[src/rtl/mmc1_cpu_write_filter_if.sv]
// CPU-side bus and write-strobe outputs of the MMC1 write filter.
// DROP_CNT exists only when MMC1_WR_DEBUG_EN is defined.
interface mmc1_cpu_write_filter_if;
    logic       nCPU_ROMSEL;
    logic       nCPU_RW;
    logic       CPU_A14;
    logic       CPU_A13;
    logic       CPU_D0;
    logic       CPU_D7;
    logic       WR_STB;
    logic       WR_RESET;
    logic       WR_BIT;
    logic [1:0] WR_SEL;
    logic       READY;
`ifdef MMC1_WR_DEBUG_EN
    logic [7:0] DROP_CNT;
`endif

    modport master (
        output nCPU_ROMSEL, nCPU_RW, CPU_A14, CPU_A13, CPU_D0, CPU_D7,
        input  WR_STB, WR_RESET, WR_BIT, WR_SEL, READY
`ifdef MMC1_WR_DEBUG_EN
        , input DROP_CNT
`endif
    );

    modport slave (
        input  nCPU_ROMSEL, nCPU_RW, CPU_A14, CPU_A13, CPU_D0, CPU_D7,
        output WR_STB, WR_RESET, WR_BIT, WR_SEL, READY
`ifdef MMC1_WR_DEBUG_EN
        , output DROP_CNT
`endif
    );
endinterface

[src/rtl/mmc1_cpu_write_filter.sv]
// MMC1 CPU write qualifier: power-on settle, consecutive-write rejection, one-cycle strobes.
// Optional MMC1_WR_DEBUG_EN adds a saturating dropped-write counter (DROP_CNT).
module mmc1_cpu_write_filter #(
    parameter int POR_CYCLES     = 8,
    parameter int HOLDOFF_CYCLES = 1,
    parameter int CNT_W          = 4
) (
    input  logic                       CPU_M2,
    input  logic                       nRESET,
    mmc1_cpu_write_filter_if.slave     bus
);

    typedef enum logic [1:0] {SETTLE, IDLE, HOLD} state_t;

    localparam logic [CNT_W-1:0] POR_LOAD  = CNT_W'(POR_CYCLES);
    localparam logic [CNT_W-1:0] HOLD_LOAD = CNT_W'(HOLDOFF_CYCLES);
    localparam logic [CNT_W-1:0] CNT_ONE   = CNT_W'(1);
    localparam state_t RESET_STATE = (POR_CYCLES == 0) ? IDLE : SETTLE;

    state_t           state, state_next;
    logic [CNT_W-1:0] cnt, cnt_next;
    logic             wc;
    logic             accept;
    logic             stb_next, rst_next, ready_next;
    logic             stb_q, rst_q, bit_q, ready_q;
    logic [1:0]       sel_q;

    assign wc = !bus.nCPU_ROMSEL && !bus.nCPU_RW;

    // State register; everything advances on the falling edge of M2.
    always_ff @(negedge CPU_M2 or negedge nRESET) begin
        if (!nRESET) begin
            state   <= RESET_STATE;
            cnt     <= POR_LOAD;
            stb_q   <= 1'b0;
            rst_q   <= 1'b0;
            bit_q   <= 1'b0;
            sel_q   <= 2'b00;
            ready_q <= 1'b0;
        end else begin
            // NOTE: non-blocking assignments so every register samples pre-edge values.
            state   <= state_next;
            cnt     <= cnt_next;
            stb_q   <= stb_next;
            rst_q   <= rst_next;
            ready_q <= ready_next;
            if (accept) begin
                bit_q <= bus.CPU_D0;
                sel_q <= {bus.CPU_A14, bus.CPU_A13};
            end
        end
    end

    // Next-state logic. A write seen in HOLD restarts the holdoff window.
    always_comb begin
        // NOTE: defaults first so no path leaves a signal unassigned (no latches).
        state_next = state;
        cnt_next   = cnt;
        case (state)
            SETTLE: begin
                if (cnt <= CNT_ONE) begin
                    state_next = IDLE;
                    cnt_next   = '0;
                end else begin
                    cnt_next = cnt - CNT_ONE;
                end
            end
            IDLE: begin
                if (wc) begin
                    cnt_next   = HOLD_LOAD;
                    state_next = (HOLDOFF_CYCLES == 0) ? IDLE : HOLD;
                end
            end
            HOLD: begin
                if (wc) begin
                    cnt_next = HOLD_LOAD;
                end else if (cnt <= CNT_ONE) begin
                    state_next = IDLE;
                    cnt_next   = '0;
                end else begin
                    cnt_next = cnt - CNT_ONE;
                end
            end
            default: begin
                state_next = IDLE;
                cnt_next   = '0;
            end
        endcase
    end

    // Output logic: values the output registers take on this edge.
    always_comb begin
        accept     = (state == IDLE) && wc;
        stb_next   = accept && !bus.CPU_D7;
        rst_next   = accept &&  bus.CPU_D7;
        ready_next = ready_q || (state_next != SETTLE);
    end

    assign bus.WR_STB   = stb_q;
    assign bus.WR_RESET = rst_q;
    assign bus.WR_BIT   = bit_q;
    assign bus.WR_SEL   = sel_q;
    assign bus.READY    = ready_q;

`ifdef MMC1_WR_DEBUG_EN
    logic [7:0] drop_cnt;
    logic       drop;

    assign drop = wc && (state != IDLE);

    always_ff @(negedge CPU_M2 or negedge nRESET) begin
        if (!nRESET) begin
            drop_cnt <= 8'h00;
        end else if (drop && (drop_cnt != 8'hFF)) begin
            drop_cnt <= drop_cnt + 8'h01;
        end
    end

    assign bus.DROP_CNT = drop_cnt;
`endif

endmodule
[src/flat_wrapper.sv]
// flat-port wrapper written by rule: the top's interface ports become plain ports
module mmc1_cpu_write_filter_flat 
#(
    parameter int POR_CYCLES     = 8,
    parameter int HOLDOFF_CYCLES = 1,
    parameter int CNT_W          = 4
)
  (CPU_M2, nRESET, bus_nCPU_ROMSEL, bus_nCPU_RW, bus_CPU_A14, bus_CPU_A13, bus_CPU_D0, bus_CPU_D7, bus_WR_STB, bus_WR_RESET, bus_WR_BIT, bus_WR_SEL, bus_READY);
  mmc1_cpu_write_filter_if bus_i ();
  input  logic CPU_M2;
  input  logic nRESET;
  input wire logic [$bits(bus_i.nCPU_ROMSEL)-1:0] bus_nCPU_ROMSEL;
  input wire logic [$bits(bus_i.nCPU_RW)-1:0] bus_nCPU_RW;
  input wire logic [$bits(bus_i.CPU_A14)-1:0] bus_CPU_A14;
  input wire logic [$bits(bus_i.CPU_A13)-1:0] bus_CPU_A13;
  input wire logic [$bits(bus_i.CPU_D0)-1:0] bus_CPU_D0;
  input wire logic [$bits(bus_i.CPU_D7)-1:0] bus_CPU_D7;
  output wire logic [$bits(bus_i.WR_STB)-1:0] bus_WR_STB;
  output wire logic [$bits(bus_i.WR_RESET)-1:0] bus_WR_RESET;
  output wire logic [$bits(bus_i.WR_BIT)-1:0] bus_WR_BIT;
  output wire logic [$bits(bus_i.WR_SEL)-1:0] bus_WR_SEL;
  output wire logic [$bits(bus_i.READY)-1:0] bus_READY;
  assign bus_i.nCPU_ROMSEL = bus_nCPU_ROMSEL;
  assign bus_i.nCPU_RW = bus_nCPU_RW;
  assign bus_i.CPU_A14 = bus_CPU_A14;
  assign bus_i.CPU_A13 = bus_CPU_A13;
  assign bus_i.CPU_D0 = bus_CPU_D0;
  assign bus_i.CPU_D7 = bus_CPU_D7;
  assign bus_WR_STB = bus_i.WR_STB;
  assign bus_WR_RESET = bus_i.WR_RESET;
  assign bus_WR_BIT = bus_i.WR_BIT;
  assign bus_WR_SEL = bus_i.WR_SEL;
  assign bus_READY = bus_i.READY;
  mmc1_cpu_write_filter #(.POR_CYCLES(POR_CYCLES), .HOLDOFF_CYCLES(HOLDOFF_CYCLES), .CNT_W(CNT_W)) u_core (.CPU_M2(CPU_M2), .nRESET(nRESET), .bus(bus_i));
endmodule
[config.mk]
export PLATFORM = sky130hd
export DESIGN_NAME = mmc1_cpu_write_filter_flat
export DESIGN_NICKNAME = d
export VERILOG_FILES = /design/src/rtl/mmc1_cpu_write_filter_if.sv /design/src/rtl/mmc1_cpu_write_filter.sv /design/src/flat_wrapper.sv
export SDC_FILE = /design/constraint.sdc
export NUM_CORES = 1
export LEC_CHECK = 0
export ABC_AREA = 1
export BUFFER_PORTS_ARGS = -buffer_cell sky130_fd_sc_hd__buf_4
export CORE_AREA = 5 5 42 44
export DETAILED_ROUTE_END_ITERATION = 7
export DIE_AREA = 0 0 47 49
export PLACE_DENSITY = 0.68
export SLEW_MARGIN = 20
export SYNTH_ARGS = -nofsm -noshare
export SYNTH_HDL_FRONTEND = slang
export SYNTH_SLANG_ARGS = --single-unit
[constraint.sdc]
create_clock -name CPU_M2 -period 1.6 [get_ports CPU_M2]
set_clock_uncertainty 0.05 [all_clocks]
set_input_delay 0.16 -clock CPU_M2 [delete_from_list [all_inputs] [get_ports CPU_M2]]
set_output_delay 0.16 -clock CPU_M2 [all_outputs]
set_load 0.05 [all_outputs]
==> out/qor.yml <==
status:
  status: "finished with violations"
  violations: "negative setup slack"
layout:
  multiInputGateArea_um2: 234
  regArea_um2: 302
  nNetsFinal: 106
  drive_gt1_frac: 0.295
  stdcell_count: 111
  fillers: 123
  num_antenna_cells: 0
  final_util: 0.560
  final_cell_area_um2: 785
  area_growth_pct: 33.4
clock_tree:
  ctsHoldBuffers: 0
  cts.clk_slew.worst_paths_ns: 0.05
  numCtsBuffers: 3
  cts-root-buf: "clkbuf_4"
  clkSinkCount: 12
  clockBufferDepth: 2
  cts_htree_levels: 1
  clock_latency_ns: 0.32
  cts_tree: "built"
drt:
  via_per_inst: 4.52
  vias: 502
  drt-pass1-iter-count: 4
  drt-total-wl_um: 1030
  route.detailed.drc: 0
  drtAntennaViolNets: 0
  drt_iter0_markers: 13
  wl_per_cell_um: 9.28
yosys:
  syn_area_um2: 588
  synthCells: 74
  synth_area_per_cell_um2: 7.95
  synth_seq_area_share: 0.513
  ys_seq_elements: 12
  yosys_warnings: 0
  ys_types: 14
  synth_nets: 84
global_route:
  antenna_found_initial: 0
  grt_use_total: 0.117
  grt_pass1_wl_um: 1970
  grt_pass1_vias: 485
  grtUsageMet3: 0.0406
  busiest_layer: "met1"
  grt_max_degree: 13
  grtUsageMet1: 0.164
  gr-total-overflow: 0
  grt_util_met2: 0.156
timing:
  rsz0062_at_grt: "true"
  final.setup.worst_slack_ns: -0.285
  slew_violations: 0
  hold_viol: 0
  worstMarginPinSlew_ns: 0.192
  slew_headroom: 0.871
  hold_ws_ns: 0.342
  finalSetupViolCount: 6
  fin_setup_tns_ns: -1.58
critical_path:
  reg2regPathDepth: 6
  critical_path_required_ns: 1.39
  criticalPathCategory: "reg2out"
  worstPathMaxFanout: 2
  r2r-start: "u_core.cnt[0]$_DFFE_NN0P_"
  crit_path_cell_trace: "buf_6"
  crit_path_end_kind: "output pin"
  crit_slowest_cell: "dfrtn_1"
  crit_start: "u_core.bus.WR_SEL[1]$_DFFE_NN0P_"
  rr_endpoint: "u_core.bus.READY$_DFF_NN0_"
  crit_arrival_ns: 1.68
  path_buf_inv: 1
  r2r_slack_ns: 0.22
  slowest_delay_ns: 0.43
  crit_family: "flip-flops"
  cp-start-kind: "register"
place:
  place_ws_ns: -0.132
  place_congestion: 0.780
  dpl.hpwl_um: 846
  dp.cells: 106
  io_buffers: 13
  place_area_um2: 728
die:
  die_w_um: 47
  rows: 14
  die_y_um: 49
  die-area_mm2: 0.00230
  coreArea_mm2: 0.00140
  start_util: 0.420
  num_io_pins: 14
pwr:
  p_int_uw: 744
  power_switching_uw: 567
  seqPwrFrac: 0.361
  p_total_mw: 1.31
  p_leak_nw: 0.433
  vdd_drop_max_v: 0.000992
  combinationalPowerShare: 0.486
  power.density_mw_per_mm2: 1670
  power_frac_clock: 0.152
  switching_share: 0.433
job:
  cap_violations: 0
min_path:
  hold_path_class: "in2async"
-- worst max path at each step --
stage	to	slack [ns]	cells past startpoint
final	bus_WR_SEL[1]	-0.29	1
after global routing	bus_WR_SEL[1]	-0.34	1
after CTS	bus_WR_BIT	-0.30	1
after detailed placement	u_core.cnt[2]$_DFFE_NN0P_	-0.13	7
after global placement	u_core.cnt[2]$_DFFE_NN0P_	-0.11	7
after floorplan	bus_WR_BIT	-0.08	0
-- power groups by stage --
| stage | combinational (mW) | clock, mW | sequential, mW |
|---|---|---|---|
| detailed placement | 0.602 | 0.00782 | 0.471 |
| global route | 0.714 | 0.228 | 0.486 |
| floorplan | 0.291 | 0.00782 | 0.603 |
| CTS | 0.630 | 0.210 | 0.474 |
| global placement | 0.592 | 0.00782 | 0.469 |
| finish | 0.638 | 0.200 | 0.474 |
-- flip-flops by register name (all words and copies together), names as in the netlist --
signal	cells
u_core.bus.READY	1
u_core.bus.WR_STB	1
u_core.cnt	4
u_core.bus.WR_SEL	2
u_core.state	2
u_core.bus.WR_RESET	1
u_core.bus.WR_BIT	1
-- placed cells by master (no fill, tap or decap) --
master | synthesis | routed
buf_4 | 0 | 11
nor2_1 | 7 | 7
inv_1 | 11 | 11
nand3_2 | 1 | 1
nand2_1 | 25 | 25
nand4_1 | 1 | 1
nor2_4 | 1 | 1
nand3_1 | 3 | 3
clkbuf_4 | 0 | 3
o21ai_1 | 5 | 5
ha_1 | 2 | 2
buf_6 | 0 | 6
inv_2 | 3 | 3
xor2_1 | 1 | 1
clkbuf_1 | 0 | 1
nor2_2 | 2 | 2
dfstp_2 | 1 | 1
dfrtn_1 | 11 | 11
-- synthesized netlist by cell type --
library cell  count  share of area
o21ai_1           5          0.043
ha_1              2          0.043
xor2_1            1          0.015
nand4_1           1          0.011
nand2_1          25           0.16
nor2_1            7          0.045
inv_2             3          0.019
nor2_2            2          0.021
dfstp_2           1          0.045
nor2_4            1          0.019
nand3_1           3          0.026
nand3_2           1          0.017
dfrtn_1          11           0.47
inv_1            11          0.070
-- per-layer routing --
metal,up-vias,share of wire
li1,264,-
met1,222,0.47
met2,14,0.45
met4,0,0.021
met5,-,0
met3,2,0.058
-- logic make-up after synthesis --
family,count (synthesis),share of synthesized area
adders and majority gates,2,0.0425
and+or+nand+nor,40,0.298
xor gates and xnor gates,1,0.0149
DFF,12,0.513
buffers and inverters,14,0.0894
AOI/OAI and AO/OA,5,0.0425
-- cell type report --
cell class,count,area share
clock buffers,4,0.0335
flip-flops and latches,12,0.384
well taps,16,0.0255
clock inverters,1,0.00478
repair buffers,17,0.191
multi-input cells,48,0.298
inverters,13,0.0622
-- timing repair --
item / CTS / global route
gates resized for setup: 6 / 0
buffers inserted: 0 / 1
endpoints found under the setup margin: 6 / 6
No activity file was read; power rests on OpenSTA's default activity.
